[src/rtl/pixel_stream_tx_if.sv]
// Upstream word stream into pixel_stream_tx: 4 packed 24-bit pixels per word.
// A word transfers on a rising edge where s_valid && s_ready; the source may hold s_valid, data is sampled only on that edge.
interface pixel_stream_tx_if;
  logic [95:0] s_word;
  logic        s_valid;
  logic        s_ready;

  modport master (output s_word, output s_valid, input s_ready);
  modport slave  (input s_word, input s_valid, output s_ready);
endinterface

[src/rtl/pixel_stream_tx.sv]
// Video timing generator that pulls 4-pixel words and serialises them one pixel per PixelClk.
// Oldest pixel sits in s_word[95:72], so a captured word replays in its original order.
module pixel_stream_tx #(
  parameter int          H_ACTIVE = 640,
  parameter int          H_FP     = 16,
  parameter int          H_SYNC   = 96,
  parameter int          H_BP     = 48,
  parameter int          V_ACTIVE = 480,
  parameter int          V_FP     = 10,
  parameter int          V_SYNC   = 2,
  parameter int          V_BP     = 33,
  parameter logic        SYNC_POL = 1'b0,
  parameter logic [23:0] FILL     = 24'hFF00FF
) (
  input  logic               PixelClk,
  input  logic               aPixelClkLckd,
  pixel_stream_tx_if.slave   s_if,
  output logic [23:0]        pData,
  output logic               pVDE,
  output logic               pHSync,
  output logic               pVSync,
  output logic               frame_start,
  output logic               underflow
);

  localparam int H_TOTAL = H_ACTIVE + H_FP + H_SYNC + H_BP;
  localparam int V_TOTAL = V_ACTIVE + V_FP + V_SYNC + V_BP;
  localparam int HW      = $clog2(H_TOTAL + 1);
  localparam int VW      = $clog2(V_TOTAL + 1);

  localparam logic [HW-1:0] H_ACT  = HW'(H_ACTIVE);
  localparam logic [HW-1:0] H_HS0  = HW'(H_ACTIVE + H_FP);
  localparam logic [HW-1:0] H_HS1  = HW'(H_ACTIVE + H_FP + H_SYNC);
  localparam logic [HW-1:0] H_LAST = HW'(H_TOTAL - 1);
  localparam logic [VW-1:0] V_ACT  = VW'(V_ACTIVE);
  localparam logic [VW-1:0] V_VS0  = VW'(V_ACTIVE + V_FP);
  localparam logic [VW-1:0] V_VS1  = VW'(V_ACTIVE + V_FP + V_SYNC);
  localparam logic [VW-1:0] V_LAST = VW'(V_TOTAL - 1);

  logic [HW-1:0] h_q, h_d;
  logic [VW-1:0] v_q, v_d;
  logic [71:0]   sh_q, sh_d;
  logic [23:0]   pdata_q, pdata_d;
  logic          vde_q, hs_q, vs_q, fs_q, und_q, und_d;

  logic active, phase0, hs_on, vs_on, xfer;

  assign active = (h_q < H_ACT) && (v_q < V_ACT);
  assign phase0 = (h_q[1:0] == 2'd0);
  assign hs_on  = (h_q >= H_HS0) && (h_q < H_HS1);
  assign vs_on  = (v_q >= V_VS0) && (v_q < V_VS1);

  // Reset gates ready so no word can be consumed while the counters are held.
  assign s_if.s_ready = active && phase0 && aPixelClkLckd;
  assign xfer         = s_if.s_valid && s_if.s_ready;

  always_comb begin
    h_d     = (h_q == H_LAST) ? '0 : h_q + HW'(1);
    v_d     = v_q;
    if (h_q == H_LAST) begin
      v_d = (v_q == V_LAST) ? '0 : v_q + VW'(1);
    end
    pdata_d = 24'h0;
    sh_d    = sh_q;
    und_d   = und_q;
    if (active) begin
      if (phase0) begin
        if (xfer) begin
          pdata_d = s_if.s_word[95:72];
          sh_d    = s_if.s_word[71:0];
        end else begin
          pdata_d = FILL;
          sh_d    = {FILL, FILL, FILL};
          und_d   = 1'b1;
        end
      end else begin
        pdata_d = sh_q[71:48];
        sh_d    = {sh_q[47:0], 24'h0};
      end
    end
  end

  always_ff @(posedge PixelClk or negedge aPixelClkLckd) begin
    if (!aPixelClkLckd) begin
      h_q     <= '0;
      v_q     <= '0;
      sh_q    <= '0;
      pdata_q <= 24'h0;
      vde_q   <= 1'b0;
      hs_q    <= ~SYNC_POL;
      vs_q    <= ~SYNC_POL;
      fs_q    <= 1'b0;
      und_q   <= 1'b0;
    end else begin
      h_q     <= h_d;
      v_q     <= v_d;
      sh_q    <= sh_d;
      pdata_q <= pdata_d;
      vde_q   <= active;
      hs_q    <= hs_on ? SYNC_POL : ~SYNC_POL;
      vs_q    <= vs_on ? SYNC_POL : ~SYNC_POL;
      fs_q    <= (h_q == '0) && (v_q == '0);
      und_q   <= und_d;
    end
  end

  assign pData       = pdata_q;
  assign pVDE        = vde_q;
  assign pHSync      = hs_q;
  assign pVSync      = vs_q;
  assign frame_start = fs_q;
  assign underflow   = und_q;

endmodule

[src/flat_wrapper.sv]
// flat-port wrapper written by rule: the top's interface ports become plain ports
module pixel_stream_tx_flat 
#(
  parameter int          H_ACTIVE = 640,
  parameter int          H_FP     = 16,
  parameter int          H_SYNC   = 96,
  parameter int          H_BP     = 48,
  parameter int          V_ACTIVE = 480,
  parameter int          V_FP     = 10,
  parameter int          V_SYNC   = 2,
  parameter int          V_BP     = 33,
  parameter logic        SYNC_POL = 1'b0,
  parameter logic [23:0] FILL     = 24'hFF00FF
)
  (PixelClk, aPixelClkLckd, pData, pVDE, pHSync, pVSync, frame_start, underflow, s_if_s_word, s_if_s_valid, s_if_s_ready);
  pixel_stream_tx_if s_if_i ();
  input  logic PixelClk;
  input  logic aPixelClkLckd;
  output logic [23:0] pData;
  output logic pVDE;
  output logic pHSync;
  output logic pVSync;
  output logic frame_start;
  output logic underflow;
  input wire logic [$bits(s_if_i.s_word)-1:0] s_if_s_word;
  input wire logic [$bits(s_if_i.s_valid)-1:0] s_if_s_valid;
  output wire logic [$bits(s_if_i.s_ready)-1:0] s_if_s_ready;
  assign s_if_i.s_word = s_if_s_word;
  assign s_if_i.s_valid = s_if_s_valid;
  assign s_if_s_ready = s_if_i.s_ready;
  pixel_stream_tx #(.H_ACTIVE(H_ACTIVE), .H_FP(H_FP), .H_SYNC(H_SYNC), .H_BP(H_BP), .V_ACTIVE(V_ACTIVE), .V_FP(V_FP), .V_SYNC(V_SYNC), .V_BP(V_BP), .SYNC_POL(SYNC_POL), .FILL(FILL)) u_core (.PixelClk(PixelClk), .aPixelClkLckd(aPixelClkLckd), .s_if(s_if_i), .pData(pData), .pVDE(pVDE), .pHSync(pHSync), .pVSync(pVSync), .frame_start(frame_start), .underflow(underflow));
endmodule
[config.mk]
export PLATFORM = sky130hd
export DESIGN_NAME = pixel_stream_tx_flat
export DESIGN_NICKNAME = d
export VERILOG_FILES = /design/src/rtl/pixel_stream_tx_if.sv /design/src/rtl/pixel_stream_tx.sv /design/src/flat_wrapper.sv
export SDC_FILE = /design/constraint.sdc
export NUM_CORES = 1
export LEC_CHECK = 0
export ABC_AREA = 0
export CAP_MARGIN = 5
export CORE_UTILIZATION = 35
export CTS_BUF_LIST = sky130_fd_sc_hd__clkbuf_2 sky130_fd_sc_hd__clkbuf_4 sky130_fd_sc_hd__clkbuf_8
export CTS_CLUSTER_DIAMETER = 120
export DETAILED_ROUTE_END_ITERATION = 10
export GPL_TIMING_DRIVEN = 0
export PLACE_DENSITY = 0.56
export SLEW_MARGIN = 0
export SYNTH_ARGS = -nofsm -noshare
export SYNTH_HDL_FRONTEND = slang
export SYNTH_SLANG_ARGS = --single-unit
[constraint.sdc]
create_clock -name PixelClk -period 2.1 [get_ports PixelClk]
set_input_delay 0.42 -clock PixelClk [delete_from_list [all_inputs] [get_ports PixelClk]]
set_output_delay 0.42 -clock PixelClk [all_outputs]
set_load 0.02 [all_outputs]
==> qor.json <==
{
  "hold_fails_final_rpt": 0,
  "die_height_um": 129,
  "critical_path_sink_type": "output pin",
  "syn_area_per_cell_um2": 9.34,
  "cp_common_cell": "clkbuf_16",
  "dr.first_iter.drc_count": 326,
  "totalNegativeSetupSlack_ns": 0,
  "postSynth.asyncResetShare_pct": 100,
  "detail_route.wirelength_um": 16500,
  "route.top_layer_used": "met4",
  "synth.yosys.warnings": 0,
  "ys_seq_area_share_pct": 54.1,
  "core.rowCount": 45,
  "critPathLaunchType": "flop",
  "detailedPlacementHpwl_um": 11900,
  "cts-buffers-inserted": 17,
  "clock_sinks": 121,
  "unrepaired_setup_endpoints_after_global_routing": "no",
  "layout-drive-gt1-share_pct": 11.1,
  "rr_worst_depth": 7,
  "power_density_nw_per_um2": 610,
  "comb_power_share_pct": 9.3,
  "final.min_clock_period_ns": 2.03,
  "synth_fp_nets": 703,
  "die-width_um": 129,
  "place.port_buffers": 128,
  "vdd_drop_max_v": 0.000350,
  "ctsLongestPathBuffers": 2,
  "critPathKind": "reg2out",
  "crit_arrival_ns": 1.61,
  "wire_length_of_the_first_global_routing_pass_um": 25400,
  "synth_top_cells_by_area": "dfrtp_1, o21ai_0, nand2_1",
  "power.switching_fraction_pct": 23.0,
  "worst_flop_to_flop_path_endpoint": "u_core.pData[5]$_DFF_PN0_",
  "run_status": "finished, final reports clean",
  "critPathMaxFanout": 3,
  "clock_insertion_delay_worst_skew_ns": 0.44,
  "effective_utilization_at_floorplan_pct": 36.3,
  "routedWlPerCell_um": 16.7,
  "synth.ff_latch_count": 121,
  "design_power_total_mw": 4.75,
  "synth.top_cell.area_share_pct": 53.2,
  "path_cells": "inv_2, ha_4, clkbuf_16, clkbuf_16, and3_4, buf_6",
  "worst_setup_hold_path_clk_slew_ns": 0.07,
  "wl_met3_um": 769,
  "slowest_delay_ns": 0.40,
  "global_route.usage.total_pct": 20.4,
  "largest_net_degree_at_the_start_of_global_routing": 106,
  "timing.max_cap.violations": 0,
  "dp.cells": 940,
  "clock.fmax_mhz": 492,
  "tightestPinTransition_ns": 0.873,
  "met2_length_um": 7460,
  "global_route.overflow_total": 0,
  "cp.buffers_inverters": 4,
  "finalNonFillerCells": 989,
  "fin_nets": 870,
  "data_required_critical_path_ns": 1.68,
  "design.portCount": 129,
  "synthFlopType": "dfrtp_1",
  "yosys.cell_types.count": 39,
  "synth.cell_area_um2": 5600,
  "diodes_inserted": 0,
  "grt_antenna_before_repair": 0,
  "detailedRoute.firstPassIterationCount": 5,
  "crit-reg2reg-launch": "u_core.h_q[0]$_DFF_PN0_",
  "cts-root-buf": "clkbuf_8",
  "number_of_global_route_vias_before_repair": 4892,
  "area_growth_pct": 39.0,
  "worst_clock_skew_ns": 0.00943,
  "worst_hold_path_type": "in2async",
  "critical-path-slowest-cell": "dfrtp_1",
  "p_leak_nw": 3.02,
  "pint_mw": 3.66,
  "placeableCoreArea_um2": 15400,
  "power.share.sequential_pct": 51.3,
  "timing_max_transition_violations_final": 0,
  "die_area_um2": 16500,
  "drc": 0,
  "period_share_pct": 96.8,
  "power.net_switching_mw": 1.09,
  "family_of_cells_with_the_greatest_summed_delay_on_the_critical_path": "buffers and inverters",
  "cts_max_level": 4,
  "post_synth_edffs": 0,
  "synth_cells": 600,
  "synth_top_area_cell": "dfrtp_1",
  "detailed_route_via_count": 4945,
  "place.gp.congestion": 0.821,
  "via_density_per_instance": 5.00,
  "tritoncts": "built",
  "worst-r2r-setup-slack_ns": 0.17,
  "drt-met1-wl_um": 7950,
  "finalSetupViolations": 0,
  "relSlewSlack_pct": 41.6,
  "p_clk_share_pct": 39.5,
  "drtAntennaViolNets": 0
}
==> area by class of cell <==
class	instances	area (µm²)
well taps	211	264
multi-input cells	424	2350
repair buffers	151	1520
clock inverters	3	15.0
flip-flops and latches	121	3030
inverters	7	26.3
plain buffers	45	244
fillers	1480	7640
clock buffers	27	334
==> synth_stat cells, types with 4 or more instances <==
cell type / number
a211oi_1: 16
a21oi_1: 11
a31oi_1: 17
buf_1: 5
buf_2: 12
buf_6: 4
clkbuf_1: 26
dfrtp_1: 119
ha_1: 4
inv_1: 7
nand2_1: 89
nand2b_1: 10
nand3_1: 18
nand3b_1: 32
nand4_1: 4
nor2_1: 36
nor2b_1: 17
nor3_1: 5
nor4_1: 4
o21ai_0: 129
xnor2_1: 4
xor2_1: 6
==> stage by stage <==
stage	hold WS, ns	area, µm²	setup WS (ns)	util [%]
after floorplan	0.124	5600	0.113	-
after global placement	0.458	7150	-4.69	46.3
after detailed placement	0.281	7180	-0.906	46.5
after CTS	-0.204	7700	-0.0462	49.9
after global routing	0.0196	7790	0.000442	50.5
final	0.00289	7790	0.0669	50.5
==> cell usage in the layout (no fill, tap or decap), drive strengths merged, types with 4 or more instances in the layout <==
cell type	count
a211oi	16
a21oi	11
a31oi	17
and3	4
and4	4
buf	39
clkbuf	54
clkdlybuf4s50	126
dfrtp	119
dlygate4sd3	4
ha	4
inv	7
nand2	90
nand2b	10
nand3	18
nand3b	33
nand4	5
nor2	36
nor2b	17
nor3	5
nor4	4
o21ai	129
xnor2	4
xor2	6
==> sequential cells by signal, summed over array words and instances (netlist names) <==
name and count:
u_core.frame_start 1, u_core.underflow 1, u_core.pHSync 1, u_core.pData 24
u_core.v_q 10, u_core.pVSync 1, u_core.sh_q 72, u_core.pVDE 1
u_core.h_q 10
==> worst max-delay path by stage <==
stage | startpoint | end | slack [ns] | depth (start not counted)
2_1_floorplan | u_core.h_q[0]$_DFF_PN0_ | s_if_s_ready | 0.11 | 6
3_3_place_gp | aPixelClkLckd | u_core.sh_q[2]$_DFFE_PN0P_ | -4.69 | 5
3_5_place_dp | u_core.h_q[0]$_DFF_PN0_ | s_if_s_ready | -0.91 | 7
4_1_cts | u_core.h_q[0]$_DFF_PN0_ | s_if_s_ready | -0.05 | 7
5_1_grt | u_core.h_q[1]$_DFF_PN0_ | s_if_s_ready | 0.0004 | 6
6_report | u_core.h_q[0]$_DFF_PN0_ | s_if_s_ready | 0.07 | 6
==> power by group through the flow <==
stage                     logic, mW  registers [mW]  clock network [mW]
after floorplan              0.0861            2.49                   0
after global placement        0.410            2.48                   0
after detailed placement      0.420            2.48                   0
final                         0.440            2.43                1.87
after global routing          0.475            2.44                2.02
after CTS                     0.422            2.43                1.92
==> cells by family after synthesis <==
logic type                 after synthesis  synth area share, %
DFF                                    121                 54.1
AOI/OAI and AO/OA                      175                 16.9
adders and majority gates                4                0.893
xor gates and xnor gates                10                 1.56
buffers and inverters                   55                 4.56
and+or+nand+nor                        235                 22.0
==> per-layer routing <==
layer | vias up | track usage, %
li1 | 2414 | -
met1 | 2353 | 28.0
met2 | 155 | 31.4
met3 | 23 | 4.16
met4 | 0 | 8.24
met5 | - | 0
==> timing repair <==
action,in CTS,in global routing
cloned,0,1
buffers inserted,14,2
endpoints found under the setup margin,13,48
pin swaps,4,2
endpoints found under the hold margin,19,19
resized for setup,27,2
Note: power is estimated with default switching activity, not from simulation.
